`src/rtl/m6502_ea_sequencer.sv`:
```
// Effective-address and operand-access sequencer for the m6502 core family.
// Resolves one addressing mode through byte-wide bus reads, then performs the data load or store.
module m6502_ea_sequencer #(
  parameter int          ADDR_WIDTH         = 16,
  parameter logic [15:0] ZP_BASE            = 16'h0000,
  parameter bit          JMP_IND_BUG        = 1'b1,
  parameter bit          PAGE_CROSS_PENALTY = 1'b1,
  parameter logic [15:0] RESET_VECTOR       = 16'hFFFC,
  localparam int         BW = (ADDR_WIDTH > 16) ? ADDR_WIDTH - 16 : 1
) (
  input  logic                  clk,
  input  logic                  reset_n,
  input  logic                  start,
  input  logic [3:0]            mode,
  input  logic [1:0]            op,
  input  logic [15:0]           pc_op,
  input  logic [7:0]            idx_x,
  input  logic [7:0]            idx_y,
  input  logic [BW-1:0]         bank,
  input  logic [7:0]            st_data,
  output logic                  busy,
  output logic                  done,
  output logic [15:0]           ea,
  output logic [7:0]            ld_data,
  output logic                  page_cross,
  output logic [ADDR_WIDTH-1:0] bus_addr,
  output logic                  bus_rd_req,
  output logic                  bus_wr_en,
  output logic [7:0]            bus_wr_data,
  input  logic [7:0]            bus_rd_data,
  input  logic                  bus_ready,
  output logic [2:0]            dbg_state
);

  // Bus handshake: a request (bus_rd_req or bus_wr_en) and bus_addr stay constant
  // until a cycle with bus_ready=1; that cycle completes the access and read data is
  // taken from bus_rd_data. At most one access is outstanding.

  typedef enum logic [2:0] {
    S_IDLE, S_OP1, S_OP2, S_PTR_LO, S_PTR_HI, S_PENALTY, S_DATA, S_DONE
  } state_t;

  localparam logic [3:0] M_IMM = 4'd0, M_Z = 4'd1, M_ZX = 4'd2, M_ZY = 4'd3,
                         M_ABS = 4'd4, M_ABSX = 4'd5, M_ABSY = 4'd6, M_INDX = 4'd7,
                         M_INDY = 4'd8, M_INDABS = 4'd9, M_RESET = 4'd10;
  localparam logic [1:0] OP_ADDR = 2'd0, OP_LOAD = 2'd1, OP_STORE = 2'd2;

  state_t        state_q, state_d, after_addr;
  logic [3:0]    mode_q, mode_d, mode_n;
  logic [1:0]    op_q, op_d, op_n;
  logic [15:0]   pc_q, pc_d;
  logic [7:0]    x_q, x_d, y_q, y_d, st_q, st_d;
  logic [BW-1:0] bank_q, bank_d;
  logic [7:0]    b1_q, b1_d, b2_q, b2_d, plo_q, plo_d, phi_q, phi_d;
  logic [15:0]   ea_q, ea_d;
  logic [7:0]    ld_q, ld_d;
  logic          pcx_q, pcx_d;

  logic [15:0]   a16, base, ea_calc;
  logic [7:0]    zx, zx1, z1, zidx, zsum, aidx;
  logic          rd, wr, use_bank, cross_calc;

  always_comb begin
    mode_n = (mode > M_RESET) ? M_IMM : mode;
    op_n   = (op == 2'd3) ? OP_LOAD : op;
    if (mode_n == M_INDABS || mode_n == M_RESET) op_n = OP_ADDR;
    else if (mode_n == M_IMM && op_n == OP_STORE) op_n = OP_LOAD;
  end

  always_comb begin
    state_d = state_q;
    mode_d  = mode_q;
    op_d    = op_q;
    pc_d    = pc_q;
    x_d     = x_q;
    y_d     = y_q;
    bank_d  = bank_q;
    st_d    = st_q;
    b1_d    = b1_q;
    b2_d    = b2_q;
    plo_d   = plo_q;
    phi_d   = phi_q;
    ea_d    = ea_q;
    ld_d    = ld_q;
    pcx_d   = pcx_q;
    a16      = 16'h0000;
    rd       = 1'b0;
    wr       = 1'b0;
    use_bank = 1'b0;
    zx  = b1_q + x_q;
    zx1 = zx + 8'd1;
    z1  = b1_q + 8'd1;

    // Access address for the current state; operand/pointer fetches stay in bank 0.
    case (state_q)
      S_OP1: begin
        rd  = 1'b1;
        a16 = pc_q;
      end
      S_OP2: begin
        rd  = 1'b1;
        a16 = pc_q + 16'd1;
      end
      S_PTR_LO: begin
        rd = 1'b1;
        case (mode_q)
          M_INDX:   a16 = ZP_BASE + {8'h00, zx};
          M_INDY:   a16 = ZP_BASE + {8'h00, b1_q};
          M_INDABS: a16 = {b2_q, b1_q};
          default:  a16 = RESET_VECTOR;
        endcase
      end
      S_PTR_HI: begin
        rd = 1'b1;
        case (mode_q)
          M_INDX:   a16 = ZP_BASE + {8'h00, zx1};
          M_INDY:   a16 = ZP_BASE + {8'h00, z1};
          M_INDABS: a16 = JMP_IND_BUG ? {b2_q, z1} : ({b2_q, b1_q} + 16'd1);
          default:  a16 = RESET_VECTOR + 16'd1;
        endcase
      end
      S_DATA: begin
        a16      = ea_q;
        use_bank = (mode_q != M_IMM);
        rd       = (op_q == OP_LOAD);
        wr       = (op_q == OP_STORE);
      end
      default: ;
    endcase

    if (bus_ready && rd) begin
      case (state_q)
        S_OP1:    b1_d  = bus_rd_data;
        S_OP2:    b2_d  = bus_rd_data;
        S_PTR_LO: plo_d = bus_rd_data;
        S_PTR_HI: phi_d = bus_rd_data;
        S_DATA:   ld_d  = bus_rd_data;
        default: ;
      endcase
    end

    // Address from the bytes as they stand after this cycle's capture.
    zidx = (mode_q == M_ZX) ? x_q : ((mode_q == M_ZY) ? y_q : 8'h00);
    aidx = (mode_q == M_ABSX) ? x_q : ((mode_q == M_ABSY) ? y_q : 8'h00);
    zsum = b1_d + zidx;
    base = 16'h0000;
    cross_calc = 1'b0;
    case (mode_q)
      M_Z, M_ZX, M_ZY: ea_calc = ZP_BASE + {8'h00, zsum};
      M_ABS, M_ABSX, M_ABSY: begin
        base       = {b2_d, b1_d};
        ea_calc    = base + {8'h00, aidx};
        cross_calc = (mode_q != M_ABS) && (ea_calc[15:8] != base[15:8]);
      end
      M_INDY: begin
        base       = {phi_d, plo_d};
        ea_calc    = base + {8'h00, y_q};
        cross_calc = (ea_calc[15:8] != base[15:8]);
      end
      M_INDX, M_INDABS, M_RESET: ea_calc = {phi_d, plo_d};
      default: ea_calc = ea_q;
    endcase

    if (op_q == OP_ADDR) after_addr = S_DONE;
    else if (cross_calc && PAGE_CROSS_PENALTY) after_addr = S_PENALTY;
    else after_addr = S_DATA;

    if (state_q == S_OP1 || state_q == S_OP2 || state_q == S_PTR_LO || state_q == S_PTR_HI) begin
      ea_d  = ea_calc;
      pcx_d = cross_calc;
    end

    case (state_q)
      S_IDLE: begin
        if (start) begin
          mode_d = mode_n;
          op_d   = op_n;
          pc_d   = pc_op;
          x_d    = idx_x;
          y_d    = idx_y;
          bank_d = bank;
          st_d   = st_data;
          pcx_d  = 1'b0;
          if (mode_n == M_IMM) begin
            ea_d    = pc_op;
            state_d = (op_n == OP_ADDR) ? S_DONE : S_DATA;
          end else if (mode_n == M_RESET) begin
            state_d = S_PTR_LO;
          end else begin
            state_d = S_OP1;
          end
        end
      end
      S_OP1: begin
        if (bus_ready) begin
          case (mode_q)
            M_Z, M_ZX, M_ZY:                 state_d = after_addr;
            M_INDX, M_INDY:                  state_d = S_PTR_LO;
            default:                         state_d = S_OP2;
          endcase
        end
      end
      S_OP2: begin
        if (bus_ready) state_d = (mode_q == M_INDABS) ? S_PTR_LO : after_addr;
      end
      S_PTR_LO:  if (bus_ready) state_d = S_PTR_HI;
      S_PTR_HI:  if (bus_ready) state_d = after_addr;
      S_PENALTY: state_d = S_DATA;
      S_DATA:    if (bus_ready) state_d = S_DONE;
      S_DONE:    state_d = S_IDLE;
      default:   state_d = S_IDLE;
    endcase
  end

  always_ff @(posedge clk) begin
    if (!reset_n) begin
      state_q <= S_IDLE;
      mode_q  <= M_IMM;
      op_q    <= OP_ADDR;
      pc_q    <= 16'h0000;
      x_q     <= 8'h00;
      y_q     <= 8'h00;
      bank_q  <= '0;
      st_q    <= 8'h00;
      b1_q    <= 8'h00;
      b2_q    <= 8'h00;
      plo_q   <= 8'h00;
      phi_q   <= 8'h00;
      ea_q    <= 16'h0000;
      ld_q    <= 8'h00;
      pcx_q   <= 1'b0;
    end else begin
      state_q <= state_d;
      mode_q  <= mode_d;
      op_q    <= op_d;
      pc_q    <= pc_d;
      x_q     <= x_d;
      y_q     <= y_d;
      bank_q  <= bank_d;
      st_q    <= st_d;
      b1_q    <= b1_d;
      b2_q    <= b2_d;
      plo_q   <= plo_d;
      phi_q   <= phi_d;
      ea_q    <= ea_d;
      ld_q    <= ld_d;
      pcx_q   <= pcx_d;
    end
  end

  generate
    if (ADDR_WIDTH > 16) begin : g_bank
      assign bus_addr = {(use_bank ? bank_q : {BW{1'b0}}), a16};
    end else begin : g_nobank
      assign bus_addr = a16;
    end
  endgenerate

  assign busy        = (state_q != S_IDLE);
  assign done        = (state_q == S_DONE);
  assign ea          = ea_q;
  assign ld_data     = ld_q;
  assign page_cross  = pcx_q;
  assign bus_rd_req  = rd;
  assign bus_wr_en   = wr;
  assign bus_wr_data = wr ? st_q : 8'h00;
  assign dbg_state   = state_q;

endmodule

```
`config.mk`:
```
export PLATFORM = sky130hd
export DESIGN_NAME = m6502_ea_sequencer
export DESIGN_NICKNAME = d
export VERILOG_FILES = /design/src/rtl/m6502_ea_sequencer.sv
export SDC_FILE = /design/constraint.sdc
export NUM_CORES = 1
export LEC_CHECK = 0
export ABC_AREA = 1
export BUFFER_PORTS_ARGS = -buffer_cell sky130_fd_sc_hd__buf_2
export CORE_AREA = 2 2 133 135
export DETAILED_ROUTE_END_ITERATION = 10
export DIE_AREA = 0 0 135 137
export PLACE_DENSITY = 0.76
export SETUP_SLACK_MARGIN = 0.15
export SLEW_MARGIN = 20
export SYNTH_ARGS = -nofsm -noshare
export SYNTH_HDL_FRONTEND = slang
export SYNTH_SLANG_ARGS = --single-unit
```
`constraint.sdc`:
```
create_clock -name clk -period 3.7 [get_ports clk]
set_input_delay 0 -clock clk [delete_from_list [all_inputs] [get_ports clk]]
set_output_delay 0 -clock clk [all_outputs]
set_load 0.005 [all_outputs]
```
==> impl_metrics.env <==
export IMPL_use_met2_pct=49.2
export IMPL_max_freq_mhz=292
export IMPL_cts_tree="built"
export IMPL_antenna_found_initial=0
export IMPL_critical_path_class="register to register"
export IMPL_synthCells=1233
export IMPL_grt_use_met1_pct=39.8
export IMPL_vias=9187
export IMPL_p_total_mw=5.26
export IMPL_synth_compound_area_share_pct=23.4
export IMPL_die_area_um2=18500
export IMPL_synth_net_count=1324
export IMPL_first_pass_iters=9
export IMPL_ff2ff_setup_slack_ps=280
export IMPL_avgSynthCellArea_um2=6.26
export IMPL_synthSimpleGateAreaFrac_pct=30.9
export IMPL_synth_seq_cells=106
export IMPL_post_route_worst_setup_slack_ps=279
export IMPL_fillers=1692
export IMPL_area_growth_pct=25.1
export IMPL_synth_area_leaders="dfxtp_1 (27%), nand2_1 (11%), inv_1 (9.0%)"
export IMPL_initial_core_util_pct=45.3
export IMPL_r2r_cells=26
export IMPL_tightestPinTransition_ps=944
export IMPL_placed_cell_area_um2=8630
export IMPL_layout_min_cycle_time_ps=3420
export IMPL_clk_latency_ps=370
export IMPL_crit_path_end="ea[11]$_SDFF_PN0_"
export IMPL_yosysWarnings=0
export IMPL_clock_sinks=106
export IMPL_synthArstFlopShare_pct=0
export IMPL_peakVddDrop_mv=0.323
export IMPL_fin_util_pct=56.6
export IMPL_ios=115
export IMPL_numCtsBuffers=9
export IMPL_portBuffers=113
export IMPL_max_cap_violations=0
export IMPL_start_kind="register"
export IMPL_busiest_layer="met2"
export IMPL_synth_area_leader_cell="dfxtp_1"
export IMPL_synth_adder_area_share_pct=5.38
export IMPL_grt_max_degree=56
export IMPL_path_clk_slew_ps=80
export IMPL_dp_slack_ps=86.0
export IMPL_status="finished clean"
export IMPL_clockBufferDepth=2
export IMPL_fin_skew_ps=9.32
export IMPL_synthMuxAreaShare_pct=0.389
export IMPL_final_hold_viol_count=0
export IMPL_grt_remaining_overflow=0
export IMPL_dp_hpwl_um=21000
export IMPL_synth_edf_count=0
export IMPL_synth_xor_area_share_pct=1.13
export IMPL_grt_pass1_vias=8319
export IMPL_wirelength_um=28000
export IMPL_ant_nets=0
export IMPL_holdCritPathClass="input pin to register"
export IMPL_yosysMostFrequentCell="nand2_1"
export IMPL_slew_violations=0
export IMPL_wire_per_inst_um=17.2
export IMPL_power_density_nw_per_um2=544
export IMPL_die_h_um=137
export IMPL_ys_flop_type="dfxtp_1"
export IMPL_crit_path_max_fanout=8
export IMPL_synth_top_area_share_pct=27.5
export IMPL_grt_pass1_wl_um=43400
export IMPL_antennaDiodeCount=0
export IMPL_r2r_start="dbg_state[0]$_SDFFE_PN0P_"
export IMPL_fin_crit_sh_pct=92.5
export IMPL_drt_iter0_markers=943
export IMPL_reg2reg_to="ea[11]$_SDFF_PN0_"
export IMPL_nNetsFinal=1493
export IMPL_synth_top_family_by_area="simple AND/OR/NAND/NOR gates"
export IMPL_viasPerCell=5.63
export IMPL_gp_congestion=1.00
export IMPL_core_area_um2=17100
export IMPL_final_area_um2=9660
export IMPL_syn_area_um2=7720
export IMPL_synth_seq_area_share_pct=27.5
export IMPL_drive_above_1_share_pct=17.3
export IMPL_worst_hold_startpoint="bus_rd_data[4]"
export IMPL_clock_root_buffer="clkbuf_16"
export IMPL_chipWidth_um=135
export IMPL_power_leakage_nw=4.46
export IMPL_grt_setup_unrepaired="true"
export IMPL_cp_arrival_ps=3650
export IMPL_ys_top_cells_by_count="nand2_1 (232), inv_1 (185), o21ai_0 (125)"
export IMPL_htreeDepth=3
export IMPL_rows=48
export IMPL_finalSetupViolCount=0
export IMPL_route_detailed_drc=0
export IMPL_met3_usage_pct=5.41
export IMPL_gr_usage_all_layers_pct=30.1
export IMPL_required_ps=3930
export IMPL_yosysUniqueCellTypes=56
export IMPL_endpoint_kind="register"
export IMPL_slew_headroom_pct=37.0
export IMPL_setup_tns_ps=0
export IMPL_crit_start="dbg_state[0]$_SDFFE_PN0P_"
==> area by class of cell <==
cell class / instances / area (um2) / share of cell area, %
Clock inverter: 7 / 98.8 / 1.02
Clock buffer: 9 / 225 / 2.33
Inverter: 192 / 721 / 7.46
Timing Repair Buffer: 194 / 1330 / 13.7
Sequential cell: 106 / 2130 / 22.0
Multi-Input combinational cell: 899 / 4880 / 50.5
Tap cell: 225 / 282 / 2.91
==> worst min-delay path by stage <==
stage                         endpoint  slack [ps]  cells after the start
5_1_grt         mode_q[1]$_SDFFE_PN0P_          20                      3
4_1_cts        ld_data[4]$_SDFFE_PN0P_           2                      3
2_1_floorplan    pc_q[10]$_SDFFE_PN0P_         140                      2
6_report       ld_data[4]$_SDFFE_PN0P_          10                      3
3_3_place_gp       x_q[7]$_SDFFE_PN0P_         220                      3
3_5_place_dp       x_q[7]$_SDFFE_PN0P_         230                      3
==> layout by cell type (no fill, tap or decap), drive strengths merged, types with 2 or more instances in the layout <==
cell type	count
a32oi	2
clkinv	3
or2	14
buf	146
ha	30
o32ai	3
o21a	5
bufinv	2
o22ai	16
nand3	108
o221ai	2
o211ai	8
xnor2	5
a211oi	3
nor4	3
a31oi	13
o31ai	2
nor3	17
xor2	5
a21oi	89
nand2	245
fa	2
nand3b	3
nand4	15
o21ai	147
inv	193
clkbuf	10
a22oi	5
a21o	2
mux2i	3
dlygate4sd3	47
a22o	2
o2111ai	8
nor2	132
dfxtp	106
==> logic make-up (layout without fill, tap and decap cells) <==
group	Yosys count	in the layout
compound gates	316	316
simple gates	538	538
mux	3	3
fa+ha+maj	32	32
flops	106	106
buf+inv	228	402
xor+xnor	10	10
==> where the power goes <==
group	switching [mW]	internal, mW	total [mW]
registers	0.201	1.37	1.57
logic	1.69	0.927	2.61
clock network	0.478	0.600	1.08
total	2.37	2.89	5.26
==> per-layer routing <==
layer,part of all wire [%],vias to the layer above
li1,-,4455
met2,46,470
met5,0,-
met1,42,4190
met3,8.8,72
met4,3.6,0
==> registers in the layout (all words and copies together), names as in the netlist <==
register    count
op_q            2
pc_q           16
phi_q           8
dbg_state       3
ea             16
st_q            8
b2_q            8
b1_q            8
ld_data         8
page_cross      1
plo_q           8
x_q             8
mode_q          4
y_q             8
==> metrics by stage <==
stage / instances / hold slack, ps
3_3_place_gp: 1563 / 224
4_1_cts: 1626 / 1.68
2_1_floorplan: 1233 / 139
6_report: 1632 / 14.7
5_1_grt: 1632 / 22.8
3_5_place_dp: 1563 / 230
==> timing repair <==
item,4_1_cts,5_1_grt
setup buffers,0,5
endpoints found under the hold margin,58,0
gates cloned,0,1
endpoints found under the setup margin,4,12
hold buffers,47,0
resized for setup,4,36
pin swaps,0,10
==> worst max-delay path, stage by stage, from the launching register on <==
cell and delay [ps]:
dfxtp_2 350, buf_6 140, nor2_4 130, nand2_4 80, nor3_4 220, nor2_4 60, nor2_4 100, nand2_4 100
clkbuf_16 190, o21ai_2 130, inv_1 80, ha_4 290, inv_1 70, nor3_2 190, nand2_1 90, nand3_2 90
nand2_1 80, a21oi_2 180, nand2_2 110, nor2_4 110, nand2_1 70, nand3_1 90, o211ai_1 80, inv_1 70
nand2_1 50, nand2_1 60, a21oi_1 50
Note: power is estimated with default switching activity, not from simulation.
